`config.mk`:
```
export PLATFORM = sky130hd
export DESIGN_NAME = seven_seg_scanner
export DESIGN_NICKNAME = d
export VERILOG_FILES = /design/src/rtl/seg_pkg.sv /design/src/rtl/hex_to_seg.sv /design/src/rtl/seven_seg_scanner.sv
export SDC_FILE = /design/constraint.sdc
export NUM_CORES = 1
export LEC_CHECK = 0
export ABC_CLOCK_PERIOD_IN_PS = 3600
export CAP_MARGIN = 20
export CORE_MARGIN = 8
export CORE_UTILIZATION = 53
export CTS_BUF_LIST = sky130_fd_sc_hd__clkbuf_4 sky130_fd_sc_hd__clkbuf_8
export DETAILED_ROUTE_END_ITERATION = 10
export GPL_ROUTABILITY_DRIVEN = 0
export GPL_TIMING_DRIVEN = 0
export PLACE_DENSITY = 0.78
export SYNTH_ARGS = -nofsm -noshare
export SYNTH_HDL_FRONTEND = slang
export SYNTH_SLANG_ARGS = --single-unit
```
`constraint.sdc`:
```
create_clock -name clk -period 3.6 [get_ports clk]
set_clock_uncertainty 0.2 [all_clocks]
set_input_delay 0.9 -clock clk [delete_from_list [all_inputs] [get_ports clk]]
set_output_delay 0.9 -clock clk [all_outputs]
set_load 0.01 [all_outputs]
```
`src/rtl/seg_pkg.sv`:
```
// Shared seven-segment constants: active-high hex glyph table in {g,f,e,d,c,b,a} order,
// the blank pattern and the segment bit positions.
package seg_pkg;

  localparam int unsigned SEG_A = 0;
  localparam int unsigned SEG_B = 1;
  localparam int unsigned SEG_C = 2;
  localparam int unsigned SEG_D = 3;
  localparam int unsigned SEG_E = 4;
  localparam int unsigned SEG_F = 5;
  localparam int unsigned SEG_G = 6;

  localparam logic [6:0] SEG_OFF = 7'h00;

  // Index 0 is leftmost so the table reads 0..F.
  localparam logic [0:15][6:0] HEX_SEG = {
    7'h3F, 7'h06, 7'h5B, 7'h4F, 7'h66, 7'h6D, 7'h7D, 7'h07,
    7'h7F, 7'h6F, 7'h77, 7'h7C, 7'h39, 7'h5E, 7'h79, 7'h71
  };

endpackage

```
`src/rtl/hex_to_seg.sv`:
```
// Combinational hex nibble to active-high seven-segment pattern {g..a}.
module hex_to_seg
  import seg_pkg::*;
(
  input  logic [3:0] val_i,
  output logic [6:0] seg_o
);

  always_comb begin
    seg_o = HEX_SEG[val_i];
  end

endmodule

```
`src/rtl/seven_seg_scanner.sv`:
```
// Time-multiplexed seven-segment driver with per-digit enable, blink and decimal point.
// Display contents are swapped only at frame boundaries so a scan never mixes old and new values.
module seven_seg_scanner
  import seg_pkg::*;
#(
  parameter int unsigned NUM_DIGITS   = 4,
  parameter int unsigned REFRESH_DIV  = 100000,
  parameter int unsigned GUARD        = 2000,
  parameter int unsigned BLINK_FRAMES = 125,
  parameter int unsigned ACTIVE_LOW   = 1
) (
  input  logic                    clk,
  input  logic                    rst_n,
  input  logic                    load,
  input  logic [4*NUM_DIGITS-1:0] digit_val,
  input  logic [NUM_DIGITS-1:0]   digit_en,
  input  logic [NUM_DIGITS-1:0]   blink_en,
  input  logic [NUM_DIGITS-1:0]   dp_in,
  output logic [6:0]              seg,
  output logic                    dp,
  output logic [NUM_DIGITS-1:0]   an,
  output logic                    frame_done
);

  localparam int unsigned TickW  = (REFRESH_DIV > 1) ? $clog2(REFRESH_DIV) : 1;
  localparam int unsigned IdxW   = (NUM_DIGITS > 1) ? $clog2(NUM_DIGITS) : 1;
  localparam int unsigned FrameW = (BLINK_FRAMES > 1) ? $clog2(BLINK_FRAMES) : 1;
  localparam logic        Pol    = (ACTIVE_LOW != 0);

  logic [TickW-1:0]  tick_q, tick_d;
  logic [IdxW-1:0]   idx_q, idx_d;
  logic [FrameW-1:0] frame_cnt_q, frame_cnt_d;
  logic              blink_ph_q, blink_ph_d;

  logic [4*NUM_DIGITS-1:0] pend_val_q, pend_val_d, disp_val_q, disp_val_d;
  logic [NUM_DIGITS-1:0]   pend_en_q, pend_en_d, disp_en_q, disp_en_d;
  logic [NUM_DIGITS-1:0]   pend_blink_q, pend_blink_d, disp_blink_q, disp_blink_d;
  logic [NUM_DIGITS-1:0]   pend_dp_q, pend_dp_d, disp_dp_q, disp_dp_d;

  logic [NUM_DIGITS-1:0] an_q, an_d;
  logic [6:0]            seg_q, seg_d;
  logic                  dp_q, dp_d;
  logic                  frame_done_q, frame_done_d;

  logic tick_last, idx_last, frame_end, frame_last;

  logic [3:0]            sel_val;
  logic                  sel_en, sel_blink, sel_dp;
  logic [NUM_DIGITS-1:0] an_hot;
  logic [6:0]            sel_seg;
  logic                  in_guard, show;

  always_comb begin
    tick_last  = (tick_q == TickW'(REFRESH_DIV - 1));
    idx_last   = (idx_q == IdxW'(NUM_DIGITS - 1));
    frame_end  = tick_last && idx_last;
    frame_last = (frame_cnt_q == FrameW'(BLINK_FRAMES - 1));

    tick_d = tick_last ? '0 : tick_q + TickW'(1);
    idx_d  = idx_q;
    if (tick_last) begin
      idx_d = idx_last ? '0 : idx_q + IdxW'(1);
    end
    frame_cnt_d = frame_cnt_q;
    if (frame_end) begin
      frame_cnt_d = frame_last ? '0 : frame_cnt_q + FrameW'(1);
    end
    blink_ph_d = blink_ph_q ^ (frame_end && frame_last);
  end

  always_comb begin
    pend_val_d   = load ? digit_val : pend_val_q;
    pend_en_d    = load ? digit_en  : pend_en_q;
    pend_blink_d = load ? blink_en  : pend_blink_q;
    pend_dp_d    = load ? dp_in     : pend_dp_q;

    // A load landing exactly on frame end bypasses the pending set for zero-frame latency.
    disp_val_d   = disp_val_q;
    disp_en_d    = disp_en_q;
    disp_blink_d = disp_blink_q;
    disp_dp_d    = disp_dp_q;
    if (frame_end) begin
      disp_val_d   = pend_val_d;
      disp_en_d    = pend_en_d;
      disp_blink_d = pend_blink_d;
      disp_dp_d    = pend_dp_d;
    end
  end

  always_comb begin
    sel_val   = '0;
    sel_en    = 1'b0;
    sel_blink = 1'b0;
    sel_dp    = 1'b0;
    an_hot    = '0;
    for (int unsigned i = 0; i < NUM_DIGITS; i++) begin
      if (idx_q == IdxW'(i)) begin
        sel_val   = disp_val_q[4*i +: 4];
        sel_en    = disp_en_q[i];
        sel_blink = disp_blink_q[i];
        sel_dp    = disp_dp_q[i];
        an_hot[i] = 1'b1;
      end
    end
  end

  hex_to_seg u_hex_to_seg (
    .val_i (sel_val),
    .seg_o (sel_seg)
  );

  always_comb begin
    in_guard     = (32'(tick_q) < GUARD);
    show         = !in_guard && sel_en && !(sel_blink && blink_ph_q);
    an_d         = (in_guard ? '0 : an_hot) ^ {NUM_DIGITS{Pol}};
    seg_d        = (show ? sel_seg : SEG_OFF) ^ {7{Pol}};
    dp_d         = (show && sel_dp) ^ Pol;
    frame_done_d = frame_end;
  end

  always_ff @(posedge clk) begin
    if (!rst_n) begin
      tick_q       <= '0;
      idx_q        <= '0;
      frame_cnt_q  <= '0;
      blink_ph_q   <= 1'b0;
      pend_val_q   <= '0;
      pend_en_q    <= '0;
      pend_blink_q <= '0;
      pend_dp_q    <= '0;
      disp_val_q   <= '0;
      disp_en_q    <= '0;
      disp_blink_q <= '0;
      disp_dp_q    <= '0;
      an_q         <= {NUM_DIGITS{Pol}};
      seg_q        <= SEG_OFF ^ {7{Pol}};
      dp_q         <= Pol;
      frame_done_q <= 1'b0;
    end else begin
      tick_q       <= tick_d;
      idx_q        <= idx_d;
      frame_cnt_q  <= frame_cnt_d;
      blink_ph_q   <= blink_ph_d;
      pend_val_q   <= pend_val_d;
      pend_en_q    <= pend_en_d;
      pend_blink_q <= pend_blink_d;
      pend_dp_q    <= pend_dp_d;
      disp_val_q   <= disp_val_d;
      disp_en_q    <= disp_en_d;
      disp_blink_q <= disp_blink_d;
      disp_dp_q    <= disp_dp_d;
      an_q         <= an_d;
      seg_q        <= seg_d;
      dp_q         <= dp_d;
      frame_done_q <= frame_done_d;
    end
  end

  assign seg        = seg_q;
  assign dp         = dp_q;
  assign an         = an_q;
  assign frame_done = frame_done_q;

endmodule
```
**Word-level counts from Yosys, hierarchy flattened**

Memory sizes are Yosys's and may differ from the RTL's.
Cells that the tools add are included.

- Add/subtract/negate cells: 3
- Magnitude comparators: 2
- Eq/ne operators: 5
- Multiplexer cells: 30
- Bitwise gates (word level): 6
- Reductions and logical operators: 10

Operators by type and width:

| cell | count |
|---|---|
| $mux W4 | 8 |
| $mux W7 | 4 |
| $add A17 B1 Y17 const B | 1 |
| $eq A17 B17 Y1 const B | 1 |
| $lt A17 B11 Y1 const B | 1 |
| $mux W1 | 16 |
| $mux W16 | 1 |
| $add A7 B1 Y7 const B | 1 |
| $eq A7 B7 Y1 const B | 1 |
| $not A7 Y7 | 1 |
| $logic_and A1 B1 Y1 | 6 |
| $ge A5 B5 Y1 const B | 1 |
| $not A4 Y5 | 1 |
| $eq A2 B2 Y1 const B | 2 |
| $not A4 Y4 | 1 |
| $add A2 B1 Y2 const B | 1 |
| $eq A2 B1 Y1 const B | 1 |
| $logic_not A1 Y1 | 2 |
| $logic_not A2 Y1 | 1 |
| $mux W2 | 1 |
| $not A1 Y1 | 2 |
| $reduce_or A2 Y1 | 1 |
| $xor A1 B1 Y1 | 1 |

- Register bits: 96
- Bits in read-only memories: 112
- Input bits: 31
- Output and inout bits: 13
- Logic and storage cells: 73
- Memories kept: 1

Memories:

| name | words | width | rd ports | clocked after Yosys merged registers in | wr ports | RTL line | text |
|---|---|---|---|---|---|---|---|
| (name not given) | 16 | 7 | 1 | 0 | 0 | hex_to_seg.sv:10 | `seg_o = HEX_SEG[val_i];` |

**Logic depth before layout (Yosys ltp)**

Gate-level depths: netlist of the first run.

- Depth in word-level cells: 11
- Mapped depth: 11

**By module**

A second synthesis of the first run with hierarchy kept.

- Cells, all modules: 475
- Area, all modules: 4225.3 sq um

By module, submodules not included:

| module | instances | cells an instance | area each (sq um) | seq. area each (sq um) |
|---|---|---|---|---|
| seven_seg_scanner | 1 | 442 | 3937.5 | 1921.8 |
| hex_to_seg | 1 | 33 | 287.8 | 0.0 |

**Least setup slack after synthesis of the first run**

Ideal clock, no wire load.

- Kind: register -> register
- Start: register idx_q[0]
- End: register seg_q[0], in the netlist seg[0]
- Library setup time: 0.125 ns
- Arrival: 2.305 ns
- Path slack: 0.970 ns
- Stages on the path, launching flop included: 11
- Path buffers: 1
- Clock period less this slack: 2.630 ns
- Cell sequence: dfxtp_1 > inv_1 > ha_1 > clkbuf_1 > or3b_2 > o221ai_1 > inv_1 > ha_1 > or3_1 > o221ai_1 > nand2_1

- Longest elaborated chain between the ends: 11
- Elaborated cells on any way between the ends: 26
- Those cells by class: eq/ne: 3; mux: 15; bitwise: 2; reduce/logical: 5; memory: 1

Ends and longest elaborated chain:

| what | RTL line | text |
|---|---|---|
| start: declaration | seven_seg_scanner.sv:31 | `logic [IdxW-1:0] idx_q, idx_d;` |
| start signal: assignment | seven_seg_scanner.sv:141 | `idx_q <= idx_d;` |
| $logic_not A2 Y1 | seven_seg_scanner.sv:97 | `if (idx_q == IdxW'(i)) begin` |
| $mux W4 (4 in series) | seven_seg_scanner.sv:97 |  |
| $not A4 Y5 (not written as such) | hex_to_seg.sv:10 |  |
| $mem_v2 Z16 W7 | n/a |  |
| $mux W7 (not written as such) (2 in series) | hex_to_seg.sv:10 |  |
| $mux W7 * | seven_seg_scanner.sv:116 | `seg_d = (show ? sel_seg : SEG_OFF) ^ {7{Pol}};` |
| $not A7 Y7 (no source line) * | n/a |  |
| end signal: assignment | seven_seg_scanner.sv:136 | `seg_q <= SEG_OFF ^ {7{Pol}};` |
| end signal: assignment | seven_seg_scanner.sv:153 | `seg_q <= seg_d;` |
| end: declaration | seven_seg_scanner.sv:41 | `logic [6:0] seg_q, seg_d;` |

Mark *: on every way between the ends. The rest lies on a longest branch, timed or not. The select of a mux whose other input is x is not followed.
A chain may end at the register's enable or synchronous reset.

**Worst setup path after layout of the first run**

Same ends and word-level chain as after synthesis.

==> results.md, run 1 <==
* Syn Inst Count at between 400 and 500
* Htree depth at 3
* Most frequent cells in the layout: dfxtp_1, nand2_1, clkdlybuf4s50_1, mux2i_1, nor2b_1
* Slowest stage delay, CP at around 0.48 ns
* CTS tree: yes
* Syn nets at a little under 500
* Die width at 105 um
* Clk slew on worst S/H paths at roughly 0.090 ns
* Worst-Skew Late Latency at 0.36 ns
* Psw at 406 uW
* Global-route wire length before repair at about 15 mm
* Switching part of the total at 0.212
* Maximum vdd ir drop at between 0.0002 and 0.0003 V
* Clk buf depth at 2
* CTS Buf Count at 9
* Post-synthesis cell type count at 46
* Drt wl/cell at 14.7 um
* Slowest cell on crit path: or3b_2
* Hold buffers post-CTS at 0
* Yosys warns at 0
* Routed WL at 8.84 mm
* Drt initial violations at between 100 and 150
* Sequential share of power at 0.569
* Comb pwr share at 0.054
* Pwr per Cell Area at 389 nW/um^2
* Minimum clock period at around 3.0 ns
* # DRC at 0
* Hpwl dp at 6.59 mm
* I/O pins at 44
* Design Power at between 1500 and 2000 uW
* Share of the synthesized area in the top cell type at 0.459
* Row cnt at 32
* Vias at 3,265
* CTS resizes at 0
* Setup repair after global routing missed its margin: false
* Avg Inst Size Synth at approximately 9.5 sq um
* Mapped Area at between 4000 and 5000 sq um
* Setup CP Type: reg -> reg
* Die Ht at approximately 100 um
* Synth Register Bits at 96
* Pint at approximately 1500 uW
* Antenna violations before repair at 0
* Final antenna-violating net count at 0
* Post-synthesis sequential area ratio at 0.459
* Postcts setup bufs at 0
* Largest net degree at the start of global routing at 15
* Worst Tran Pin Value at ~0.77 ns
* Via/cell ratio at ~5.4
* Number of synthesized flops with an enable pin at 0
* Worst path required time at about 3.6 ns
* Clk pwr share at 0.377
* Leakage at around 0.0022 uW
* Root buffer cell: clkbuf_8
* Drt first pass iters at 4
* Global Route Usage Sum at 0.165
* Critical path, cell by cell: inv_1 -> ha_1 -> clkbuf_1 -> or3b_2 -> o221ai_1 -> inv_1 -> ha_1 -> or3_1 -> o221ai_1 -> nand2_1
* Post-placement cell count at slightly below 600
* Starting density of the core at 0.544
* Run status: finished, final reports clean
* Final worst-path cycle share at 0.829
* Crit path arrival time at a little over 3 ns
* Final hold viol count at 0
* Final Max Tran Viols at 0
* Core area at ~7700 sq um
* Via count of the first global-routing pass at roughly 3,300
* Crit. End Element: flop
* Area contributors post-synth: dfxtp_1, mux2i_1, o211a_1
* N_diodes at 0
* Fin Setup TNS at 0 ns
* Dominant synthesized flop cell: dfxtp_1
* Rel. slew slack at 0.486
* Layout Cells excl Fill at 600
* CP Max Fanout at 10
* Cell taking the most area after synthesis: dfxtp_1
* Final setup fails at 0
* Final net count at 538
* Fraction of layout cells with a size suffix above 1 at 0.0602
* Commonest non-fill, non-tap cell in the layout: dfxtp_1
* Worst hold path type: reg -> reg
* Element type at the critical path start: flop
* Die area at 11,000 sq um
* Area Overhead vs Synth at 17.8%
* Port buffer count at 41
* GRT overflow at 0
* Synth async-reset ratio at 0
* FMAX at approximately 340 MHz
* Sink Count at between 90 and 100
* Max Cap Viol at 0
## sequential cells by signal, summed over array words and instances, names as in the netlist, 4 cells and up
register and flops:
an 4, disp_blink_q 4, disp_dp_q 4, disp_en_q 4, disp_val_q 16, frame_cnt_q 7, pend_blink_q 4, pend_dp_q 4
pend_en_q 4, pend_val_q 16, seg 7, tick_q 17
## power by group through the flow
stage                     clock network (uW)  logic [uW]  registers [uW]
after CTS                                736         106            1090
after detailed placement                   0         105            1120
after global routing                     780         115            1090
after floorplan                            0        58.3            1110
final                                    723         104            1090
after global placement                     0         102            1110
## final timing paths
path / from / end / slack [ns] / cells after the start
max reg2reg: idx_q[0]$_SDFFE_PN0N_ / seg[0]$_SDFF_PN1_ / 0.62 / 10
max: idx_q[0]$_SDFFE_PN0N_ / seg[0]$_SDFF_PN1_ / 0.62 / 10
min reg2reg: tick_q[0]$_SDFF_PP0_ / tick_q[0]$_SDFF_PP0_ / 0.30 / 1
min: tick_q[0]$_SDFF_PP0_ / tick_q[0]$_SDFF_PP0_ / 0.30 / 1
## worst max-delay path, delay by kind of cell, from the launching register on
kind	cells	cell delay (ns)
compound gates	2	0.28
fa+ha+maj	2	0.50
buf+inv	3	0.62
flops	1	0.35
simple gates	3	0.91
## metrics by stage
stage / setup slack (ns) / utilization / cell area, sq um / hold WS [ns]
floorplan: 0.970 / - / 4180 / 0.242
global placement: 0.562 / 0.614 / 4720 / 0.259
detailed placement: 0.552 / 0.614 / 4720 / 0.279
CTS: 0.628 / 0.641 / 4930 / 0.292
global route: 0.307 / 0.641 / 4930 / 0.305
finish: 0.616 / 0.641 / 4930 / 0.296
## area by class of cell
cell class	instances	area (sq um)
timing repair buffer	41	410
buffer	27	121
clock inverter	2	38.8
sequential	96	1920
multi-input combinational	303	2080
fill	657	2760
inverter	16	60.1
tap	102	128
clock buffer	13	166
## cell usage after synthesis (all sizes together) (11+ instances only)
| master | count |
|---|---|
| nor2b | 30 |
| o211a | 26 |
| buf | 11 |
| clkbuf | 16 |
| mux2i | 31 |
| nand2 | 62 |
| dfxtp | 96 |
| nand3 | 11 |
| nor2 | 18 |
| inv | 16 |
| o21ai | 12 |
| ha | 13 |
## logic make-up (layout without fill, tap and decap cells)
group | after synthesis | count (layout) | share of synthesized area
AND/OR/NAND/NOR | 167 | 167 | 0.207
AO/OA/AOI/OAI | 77 | 77 | 0.145
XOR/XNOR | 14 | 14 | 0.0293
flip-flops | 96 | 96 | 0.459
adder cells (fa/ha/maj) | 13 | 13 | 0.0389
multiplexers | 32 | 32 | 0.0769
buffers and inverters | 43 | 99 | 0.0434
## routing by layer
metal,routed length (um),share of wire,GRT usage
met5,0,0,0
met4,242,0.027,0.0877
met3,528,0.060,0.0405
met2,4210,0.48,0.278
met1,3860,0.44,0.190
No activity file was read; power rests on OpenSTA's default activity.
==> run 2, diff against run 1 <==
Settings changed: ABC_CLOCK_PERIOD_IN_PS 3600 to 2900.
Clock period 3.6 ns to 2.9 ns, I/O delays scaled along.
==> results.md, run 2 (synthesis results as in run 1) <==
* Run status: finished, final reports clean
* Maximum vdd ir drop at 0.000315 V (+24%)
* Fraction of layout cells with a size suffix above 1 at 0.0765 (+0.0162)
* Clk slew on worst S/H paths at 0.09 ns (about the same)
* Crit. End Element: flop
* Critical path, cell by cell: inv_1 -> ha_1 -> clkbuf_2 -> a211o_1 -> o221ai_2 -> inv_1 -> ha_1 -> or3_1 -> o221ai_1 -> nand2_1
* CTS Buf Count at 9 (unchanged)
* Dpl ws at -0.0764 ns (-0.628 ns)
* Via/cell ratio at 5.41 (-0.54%)
* Minimum clock period at 2.73 ns (-0.250 ns)
* Sequential share of power at 0.568 (about the same)
* Slowest cell on crit path: dfxtp_1
* Clk buf depth at 2 (unchanged)
* Starting density of the core at 0.544 (unchanged)
* Die Ht at 105 um (unchanged)
* Area Overhead vs Synth at 18.3%
* Worst hold path type: reg -> reg
* Leakage at 0.00218 uW (+0.29%)
* Fin Setup TNS at 0 ns (unchanged)
* Pwr per Cell Area at 482 nW/um^2 (+24%)
* Met2 usage at 0.280 (+0.00226)
* Most flop-heavy register: tick_q
* CP Max Fanout at 10 (unchanged)
* Clk pwr share at 0.378 (about the same)
* Core area at 7690 sq um (unchanged)
* Die width at 105 um (unchanged)
* Row cnt at 32 (unchanged)
* Max Cap Viol at 0 (unchanged)
* Slowest stage delay, CP at 0.38 ns (-0.10 ns)
* Final antenna-violating net count at 0 (unchanged)
* Root buffer cell: clkbuf_8
* Crit path arrival time at 2.78 ns (-0.25 ns)
* Largest regs: tick_q: 17 flops, disp_val_q: 16 flops, pend_val_q: 16 flops
* Via count of the first global-routing pass at 3,281 (+0.68%)
* Final net count at 537 (-0.19%)
* Worst-Skew Late Latency at 0.36 ns (about the same)
* Sink Count at 96 (unchanged)
* Routed WL at 8.92 mm (+0.91%)
* Comb pwr share at 0.054 (about the same)
* Commonest non-fill, non-tap cell in the layout: dfxtp_1
* Most frequent cells in the layout: dfxtp_1, nand2_1, clkdlybuf4s50_1, mux2i_1, nor2b_1
* Worst Tran Pin Value at 0.741 ns (-0.0306 ns)
* Setup repair after global routing missed its margin: false
* Rel. slew slack at 0.506 (+0.0204)
* Antenna violations before repair at 0 (unchanged)
* Number of flip-flops under the largest register name at 17 (unchanged)
* GR Util met3 at 0.0424 (+0.00184)
* Setup slack after layout at 0.166 ns (-0.450 ns)
* Global-route wire length before repair at 15.2 mm (+0.69%)
* Critical path buffers and inverters at 3 (unchanged)
* Port buffer count at 41 (unchanged)
* Fill count at 658 (+0.15%)
* Final worst-path cycle share at 0.943 (+0.114)
* GRT overflow at 0 (unchanged)
* Final Max Tran Viols at 0 (unchanged)
* Area occupied by multi-input gates at 2100 sq um (+0.90%)
* Final setup fails at 0 (unchanged)
* FMAX at 366 MHz (+9.1%)
* Post-placement cell count at 585 (unchanged)
* Drt wl/cell at 14.9 um (+1.1%)
* Largest net degree at the start of global routing at 15 (unchanged)
* Vias at 3,242 (-0.70%)
* Worst hold slack at 0.296 ns (-0.0000650 ns)
* CP Depth at 10 (unchanged)
* Pint at 1880 uW (+24%)
* I/O pins at 44 (unchanged)
* Drt initial violations at 82 (-29%)
* GR peak layer: met2
* R2r worst-path depth at 10 (unchanged)
* Layout Cells excl Fill at 599 (-0.17%)
* Setup CP Type: reg -> reg
* Hpwl dp at 6.59 mm (unchanged)
* Psw at 507 uW (+25%)
* Final hold viol count at 0 (unchanged)
* GRT met1 Usage at 0.190 (-0.000739)
* # DRC at 0 (unchanged)
* N_diodes at 0 (unchanged)
* CTS tree: yes
* Htree depth at 3 (unchanged)
* Worst path required time at 2.94 ns (-0.70 ns)
* Element type at the critical path start: flop
* Switching part of the total at 0.213 (+0.00105)
* Die area at 11,000 sq um (unchanged)
* Drt first pass iters at 4 (unchanged)
* Top delay family on crit path: compound AO/OA/AOI/OAI gates
* Worst hold path depth at 1 (unchanged)
* Register Area at 1920 sq um (unchanged)
* Global Route Usage Sum at 0.167 (+0.00129)
==> run 2: changes by cell type in the layout (fill, tap and decap cells not counted) <==
cell and change:
o221ai_2 +1, ha_2 +2, clkbuf_1 -4, a221oi_1 -1
clkbuf_4 +1, ha_1 -2, a221o_1 -1, clkbuf_2 +2
o221ai_1 -1, a221o_2 +1, a221oi_2 +1
==> run 2: per-stage QoR <==
step | cell area [sq um] | power, uW | util
2_1_floorplan | 4180 | 1450 | -
3_3_place_gp | 4720 | 1510 | 0.614
3_5_place_dp | 4720 | 1520 | 0.614
4_1_cts | 4930 | 2400 | 0.642
5_1_grt | 4950 | 2470 | 0.644
6_report | 4950 | 2380 | 0.644
==> run 2: timing repair <==
| item | 4_1_cts | 5_1_grt |
|---|---|---|
| endpoints found under the setup margin | 2 | 7 |
| buffers inserted | 0 | 0 |
| resized for setup | 2 | 10 |
| hold buffers | 0 | 0 |
==> run 2: path summary, 6_finish.rpt <==
| kind | from | endpoint | slack (ns) |
|---|---|---|---|
| worst max-delay path | idx_q[1]$_SDFFE_PN0N_ | seg[0]$_SDFF_PN1_ | 0.17 |
| worst min-delay path | tick_q[0]$_SDFF_PP0_ | tick_q[0]$_SDFF_PP0_ | 0.30 |
| worst max register to register | idx_q[1]$_SDFFE_PN0N_ | seg[0]$_SDFF_PN1_ | 0.17 |
| worst min register to register | tick_q[0]$_SDFF_PP0_ | tick_q[0]$_SDFF_PP0_ | 0.30 |
==> run 2: per-layer routing <==
metal | up-vias | routed length (um)
li1 | 1628 | -
met4 | 0 | 201
met2 | 66 | 4300
met1 | 1527 | 3980
met3 | 21 | 431
met5 | - | 0
==> run 2: area by class of cell <==
class / count / area share
well taps: 102 / 0.0258
clock inverters: 2 / 0.00784
clock buffers: 13 / 0.0336
multi-input cells: 303 / 0.424
flip-flops and latches: 96 / 0.388
inverters: 16 / 0.0121
repair buffers: 41 / 0.0829
plain buffers: 26 / 0.0250
==> run 2: power groups by stage <==
| stage | combinational, uW | clock [uW] | sequential [uW] |
|---|---|---|---|
| after floorplan | 72.4 | 0 | 1380 |
| after global placement | 127 | 0 | 1380 |
| after detailed placement | 131 | 0 | 1380 |
| after CTS | 131 | 914 | 1350 |
| after global routing | 143 | 968 | 1360 |
| final | 129 | 900 | 1350 |
